File: src/rtl/cpu_pkg.sv
// Shared types and opcode constants for the phase_controller instruction sequencer.
// Helper functions classify an instruction word for the memory, writeback and branch strobes.
package cpu_pkg;

  typedef enum logic [2:0] {
    ST_IDLE = 3'd0,
    ST_P1   = 3'd1,
    ST_P2   = 3'd2,
    ST_P3   = 3'd3,
    ST_P4   = 3'd4,
    ST_P5   = 3'd5,
    ST_HALT = 3'd6
  } state_t;

  localparam logic [5:0] OP_HLT    = 6'b101100;
  localparam logic [5:0] OP_CMP    = 6'b110101;
  localparam logic [4:0] BR_PREFIX = 5'b10111;

  localparam int PH_P1 = 0;
  localparam int PH_P2 = 1;
  localparam int PH_P3 = 2;
  localparam int PH_P4 = 3;
  localparam int PH_P5 = 4;

  // Loads (00) and stores (01) touch data memory in P4.
  function automatic logic is_mem_op(input logic [15:0] word);
    return (word[15:14] == 2'b00) || (word[15:14] == 2'b01);
  endfunction

  // Loads and class-11 ALU ops write back, except CMP which only sets flags.
  function automatic logic is_wb_op(input logic [15:0] word);
    return (word[15:14] == 2'b00) ||
           ((word[15:14] == 2'b11) && (word[15:10] != OP_CMP));
  endfunction

  function automatic logic is_branch_op(input logic [15:0] word);
    return word[15:11] == BR_PREFIX;
  endfunction

endpackage

File: src/rtl/phase_controller.sv
// Five-phase instruction sequencer and PC owner; strobes and phase are registered from next state.
// Optional single-step mode is enabled by defining PHASE_STEP_EN.
module phase_controller
  import cpu_pkg::*;
#(
  parameter int              PC_W     = 16,
  parameter logic [PC_W-1:0] RESET_PC = '0
) (
  input  logic            clk,
  input  logic            rst_n,
  input  logic            run,
  input  logic [15:0]     instr,
  input  logic            br_taken,
  input  logic [PC_W-1:0] br_target,
  input  logic            step,
  output logic [PC_W-1:0] pc,
  output logic [15:0]     ir,
  output logic [5:0]      instruction_six,
  output logic            alu_control_unit_e,
  output logic            reg_rd_e,
  output logic            mem_e,
  output logic            wb_e,
  output logic [4:0]      phase,
  output logic            halted
);

  state_t          state_reg, state_next;
  logic [PC_W-1:0] pc_reg, pc_next;
  logic [15:0]     ir_reg, ir_next;
  logic [4:0]      phase_reg, phase_next;
  logic            alu_e_reg, alu_e_next;
  logic            reg_rd_reg, reg_rd_next;
  logic            mem_e_reg, mem_e_next;
  logic            wb_e_reg, wb_e_next;
  logic            halted_reg, halted_next;

  logic            start_ok;
  logic            continue_ok;

`ifdef PHASE_STEP_EN
  logic step_prev_reg;

  always_ff @(posedge clk or negedge rst_n) begin
    if (!rst_n) begin
      step_prev_reg <= 1'b0;
    end else begin
      step_prev_reg <= step;
    end
  end

  // One instruction per rising edge of step; every instruction returns to IDLE.
  assign start_ok    = run && step && !step_prev_reg;
  assign continue_ok = 1'b0;
`else
  logic unused_step;
  assign unused_step = step;
  assign start_ok    = run;
  assign continue_ok = run;
`endif

  always_comb begin
    state_next = state_reg;
    pc_next    = pc_reg;
    ir_next    = ir_reg;
    case (state_reg)
      ST_IDLE: begin
        if (start_ok) state_next = ST_P1;
      end
      ST_P1: begin
        ir_next    = instr;
        pc_next    = pc_reg + 1'b1;
        state_next = ST_P2;
      end
      ST_P2: begin
        state_next = (ir_reg[15:10] == OP_HLT) ? ST_HALT : ST_P3;
      end
      ST_P3: state_next = ST_P4;
      ST_P4: state_next = ST_P5;
      ST_P5: begin
        if (is_branch_op(ir_reg) && br_taken) pc_next = br_target;
        state_next = continue_ok ? ST_P1 : ST_IDLE;
      end
      ST_HALT: state_next = ST_HALT;
      default: state_next = ST_IDLE;
    endcase
  end

  // Decode outputs for the state being entered so they line up with it once registered.
  always_comb begin
    phase_next  = '0;
    reg_rd_next = 1'b0;
    alu_e_next  = 1'b0;
    mem_e_next  = 1'b0;
    wb_e_next   = 1'b0;
    halted_next = 1'b0;
    case (state_next)
      ST_P1: phase_next[PH_P1] = 1'b1;
      ST_P2: begin
        phase_next[PH_P2] = 1'b1;
        reg_rd_next       = 1'b1;
      end
      ST_P3: begin
        phase_next[PH_P3] = 1'b1;
        alu_e_next        = 1'b1;
      end
      ST_P4: begin
        phase_next[PH_P4] = 1'b1;
        mem_e_next        = is_mem_op(ir_next);
      end
      ST_P5: begin
        phase_next[PH_P5] = 1'b1;
        wb_e_next         = is_wb_op(ir_next);
      end
      ST_HALT: halted_next = 1'b1;
      default: ;
    endcase
  end

  always_ff @(posedge clk or negedge rst_n) begin
    if (!rst_n) begin
      state_reg  <= ST_IDLE;
      pc_reg     <= RESET_PC;
      ir_reg     <= '0;
      phase_reg  <= '0;
      reg_rd_reg <= 1'b0;
      alu_e_reg  <= 1'b0;
      mem_e_reg  <= 1'b0;
      wb_e_reg   <= 1'b0;
      halted_reg <= 1'b0;
    end else begin
      state_reg  <= state_next;
      pc_reg     <= pc_next;
      ir_reg     <= ir_next;
      phase_reg  <= phase_next;
      reg_rd_reg <= reg_rd_next;
      alu_e_reg  <= alu_e_next;
      mem_e_reg  <= mem_e_next;
      wb_e_reg   <= wb_e_next;
      halted_reg <= halted_next;
    end
  end

  assign pc                 = pc_reg;
  assign ir                 = ir_reg;
  assign instruction_six    = ir_reg[15:10];
  assign phase              = phase_reg;
  assign reg_rd_e           = reg_rd_reg;
  assign alu_control_unit_e = alu_e_reg;
  assign mem_e              = mem_e_reg;
  assign wb_e               = wb_e_reg;
  assign halted             = halted_reg;

endmodule

File: config.mk
export PLATFORM = sky130hd
export DESIGN_NAME = phase_controller
export DESIGN_NICKNAME = d
export VERILOG_FILES = /design/src/rtl/cpu_pkg.sv /design/src/rtl/phase_controller.sv
export SDC_FILE = /design/constraint.sdc
export NUM_CORES = 1
export LEC_CHECK = 0
export ABC_CLOCK_PERIOD_IN_PS = 2400
export CAP_MARGIN = 5
export CORE_ASPECT_RATIO = 1.4
export CORE_MARGIN = 2
export CORE_UTILIZATION = 23
export CTS_CLUSTER_SIZE = 20
export DETAILED_ROUTE_END_ITERATION = 8
export GPL_ROUTABILITY_DRIVEN = 0
export HOLD_SLACK_MARGIN = 0.12
export SLEW_MARGIN = 20
export SYNTH_ARGS = -nofsm -noshare
export SYNTH_HDL_FRONTEND = slang
export SYNTH_SLANG_ARGS = --single-unit
File: constraint.sdc
create_clock -name clk -period 2.4 [get_ports clk]
set_input_delay 0.48 -clock clk [delete_from_list [all_inputs] [get_ports clk]]
set_output_delay 0.48 -clock clk [all_outputs]
set_load 0.05 [all_outputs]
==> qor.log, run 1 <==
INFO  floorplanning  num_rows=42
INFO  global_route   largest_net_degree_at_the_start_of_global_routing=24
INFO  logic_synthesis synthAdderAreaFrac=0.576%
INFO  route          drt_wl_total=5550um
INFO  final_layout   final_core_utilization=34.2%
INFO  logic_synthesis ys_async_sr_fraction=100%
INFO  power_and_ir_drop power_density=1680nW/um2
INFO  critical_path  timing.critical_path.slowest_stage_cell=clkdlybuf4s50_1
INFO  critical_path  critical_path_arrival=1.66ns
INFO  logic_synthesis yosysUniqueCellTypes=41
INFO  logic_synthesis synth-seq-area-share=49.5%
INFO  logic_synthesis syn-cell-area=2170um2
INFO  sta            rsz0062_at_grt=false
INFO  sta            timing.max_slew.rel_slack=65.2%
INFO  final_layout   insertedDiodeCount=0
INFO  critical_path  timing.critical_path.cells=clkdlybuf4s50_1
INFO  route          drc_errors=0
INFO  clocking       cts_post_setup_buffers_inserted=0
INFO  sta            fin_skew=0.00441ns
INFO  route          drtPass1Iterations=4
INFO  worst_hold_path hold_path_class=input pin to async pin
INFO  sta            setup_violations=0
INFO  critical_path  timing.critical_path.from_type=register
INFO  sta            layout_worst_path_cycle_share=89.0%
INFO  global_route   grt_use_total=11.4%
INFO  logic_synthesis synth_fp_nets=241
INFO  floorplanning  start_util=23.4%
INFO  logic_synthesis yosysWarnings=0
INFO  final_layout   post_route_cells_drive_above_1_share=12.6%
INFO  route          via_count_of_the_routed_design=1,811
INFO  floorplanning  design.die.area=10,300um2
INFO  outcome        status=finished clean
INFO  logic_synthesis post_synth_and_or_nand_nor_area_fraction=15.0%
INFO  final_layout   layout-area-overhead-vs-synth=46.6%
INFO  sta            report.final.slew_viol_count=0
INFO  clocking       cts_tree=done
INFO  logic_synthesis synth.top_cell.area_share=49.5%
INFO  floorplanning  i_o_pin_count=85
INFO  clocking       numClockSinks=43
INFO  clocking       tritoncts.num_buffers=5
INFO  clocking       htreeDepth=2
INFO  logic_synthesis synthesized_area_per_cell=10.7um2
INFO  critical_path  crit_family=buffers and inverters
INFO  route          antenna_violating_nets_left=0
INFO  logic_synthesis synthXorXnorAreaFrac=0%
INFO  sta            fmaxAchievable=468MHz
INFO  clocking       cts_repair_resize_count=0
INFO  final_layout   final_nets=314
INFO  logic_synthesis number_of_standard_cells_after_synthesis=203
INFO  place          port_bufs=83
INFO  place          place.detailed.hpwl=4080um
INFO  power_and_ir_drop pleak=1.29nW
INFO  logic_synthesis synth-compound-area-share=17.8%
INFO  clocking       postCtsHoldBufs=0
INFO  clocking       clock_pin_transition_on_the_worst_setup_and_hold_timing_paths=0.07ns
INFO  sta            worst_slack=0.264ns
INFO  critical_path  criticalPathCategory=register to output port
INFO  global_route   grt_pass1_wl=9320um
INFO  logic_synthesis synthMuxAreaShare=8.64%
INFO  critical_path  cp.buffers_inverters=1
INFO  clocking       clock_insertion_delay_worst_skew=0.28ns
INFO  route          average_wire_per_cell_in_the_routed_design=14.3um
INFO  logic_synthesis combinational_family_with_the_most_area_after_synthesis=compound AO/OA/AOI/OAI gates
INFO  final_layout   final_common_cell=clkdlybuf4s50_1
INFO  logic_synthesis synth_enable_flop_cells=0
INFO  sta            hold-worst-slack=0.167ns
INFO  job            timing.max_cap.violations=0
INFO  floorplanning  fp.coreArea=9300um2
INFO  logic_synthesis synthFlopType=dfrtp_1
INFO  place          pre_cts_slack=0.546ns
INFO  floorplanning  die_h=119um
INFO  clocking       cts_max_path_buffers=2
INFO  global_route   first_global_vias=1,857
INFO  power_and_ir_drop report.power.total=5.36mW
INFO  logic_synthesis synth_top_cells_by_area=dfrtp_1, mux2_2, a21oi_1
INFO  logic_synthesis largest_area_contributor_in_the_netlist=dfrtp_1
INFO  critical_path  critical_path.max_stage_delay=0.87ns
INFO  critical_path  required=1.92ns
INFO  critical_path  timing.critical_path.to_type=output port
INFO  logic_synthesis ys_ff_latch=43
INFO  final_layout   final_cell_mix=clkdlybuf4s50_1, dfrtp_1, a21oi_1, nand2_1, mux2_2
INFO  critical_path  crit_fanout=7
INFO  route          route.detailed.vias_per_inst=4.68
INFO  sta            timing.final.hold_violations=0
INFO  sta            timing_worst_slew_pin_value=0.520ns
INFO  clocking       clockRootBuffer=clkbuf_16
INFO  global_route   antenna_found_initial=0
INFO  power_and_ir_drop worst_vdd_drop=0.000797V
INFO  route          detail_route.iter0.violations=72
INFO  sta            final_period_minus_worst_setup_slack=2.14ns
INFO  global_route   grt_overflow=0
INFO  sta            fin_setup_tns=0ns
INFO  floorplanning  chipWidth=86.2um
stage by stage:
stage,instance area [um2],instances
global route,3190,387
detailed placement,3030,379
CTS,3190,387
global placement,3030,379
floorplan,2170,203
finish,3190,387
per-layer routing:
metal	vias to the layer above	GRT usage, %	part of all wire [%]
li1	881	-	-
met5	-	0	0
met3	4	2.70	4.8
met2	54	19.1	52
met4	0	3.87	0.78
met1	872	14.0	42
cells in the mapped netlist (2+ instances only):
cell	n
o21ai_0	11
buf_4	12
nor2_1	10
nand3_1	7
inv_1	5
and3_1	3
nand2_1	15
and2_1	2
o22ai_1	7
and4_1	3
nand4_1	5
nand2b_1	4
a2bb2oi_1	6
a31oi_1	3
buf_6	3
nand3b_1	2
clkbuf_1	2
dfrtp_1	43
buf_2	4
mux2i_1	3
mux2_2	14
a21oi_1	20
layout make-up:
cell class	instances	area (um2)
inverter	5	18.8
clock inverter	3	26.3
fill	949	6120
tap	110	138
clock buffer	5	125
sequential	43	1080
multi-input combinational	133	913
timing repair buffer	88	888
path summary, 6_finish.rpt:
| path | from | endpoint | slack, ns | cells after the start |
|---|---|---|---|---|
| max in group asynchronous | rst_n | phase[2] | 1.72 | 2 |
| hold / removal | rst_n | pc[6] | 0.17 | 1 |
| hold reg to reg | ir[3] | ir[3] | 0.51 | 1 |
| setup / recovery | ir[11] | instruction_six[1] | 0.26 | 1 |
| setup reg to reg | state_reg[1] | pc[7] | 0.59 | 5 |
| min in group clk | ir[3] | ir[3] | 0.51 | 1 |
power breakdown:
group	total (mW)	switching (mW)	internal, mW
combinational	3.23	2.05	1.17
clock	0.710	0.312	0.397
sequential	1.42	0.353	1.07
worst register-to-register path: cells and delay by family (launching register included):
| kind | cells | cell delay [ns] |
|---|---|---|
| and+or+nand+nor | 2 | 0.60 |
| DFF | 1 | 0.50 |
| buffers and inverters | 1 | 0.32 |
| AOI/OAI and AO/OA | 2 | 0.28 |
kinds of logic after synthesis:
logic type      after synthesis
flops                        43
compound gates               58
simple gates                 57
buf+inv                      27
fa+ha+maj                     1
mux                          17
Power figures use the tool's default switching activity.
==> run 2: changes to the inputs <==
- CTS_CLUSTER_SIZE: 20 -> 16
==> results of run 2 <==
Same layout as run 1: the final DEF is identical, and so are final timing and power.
==> run 3: changes to the inputs <==
- GPL_ROUTABILITY_DRIVEN: 0 -> not set
==> results of run 3 <==
Same layout as run 1: the final DEF is identical, and so are final timing and power.
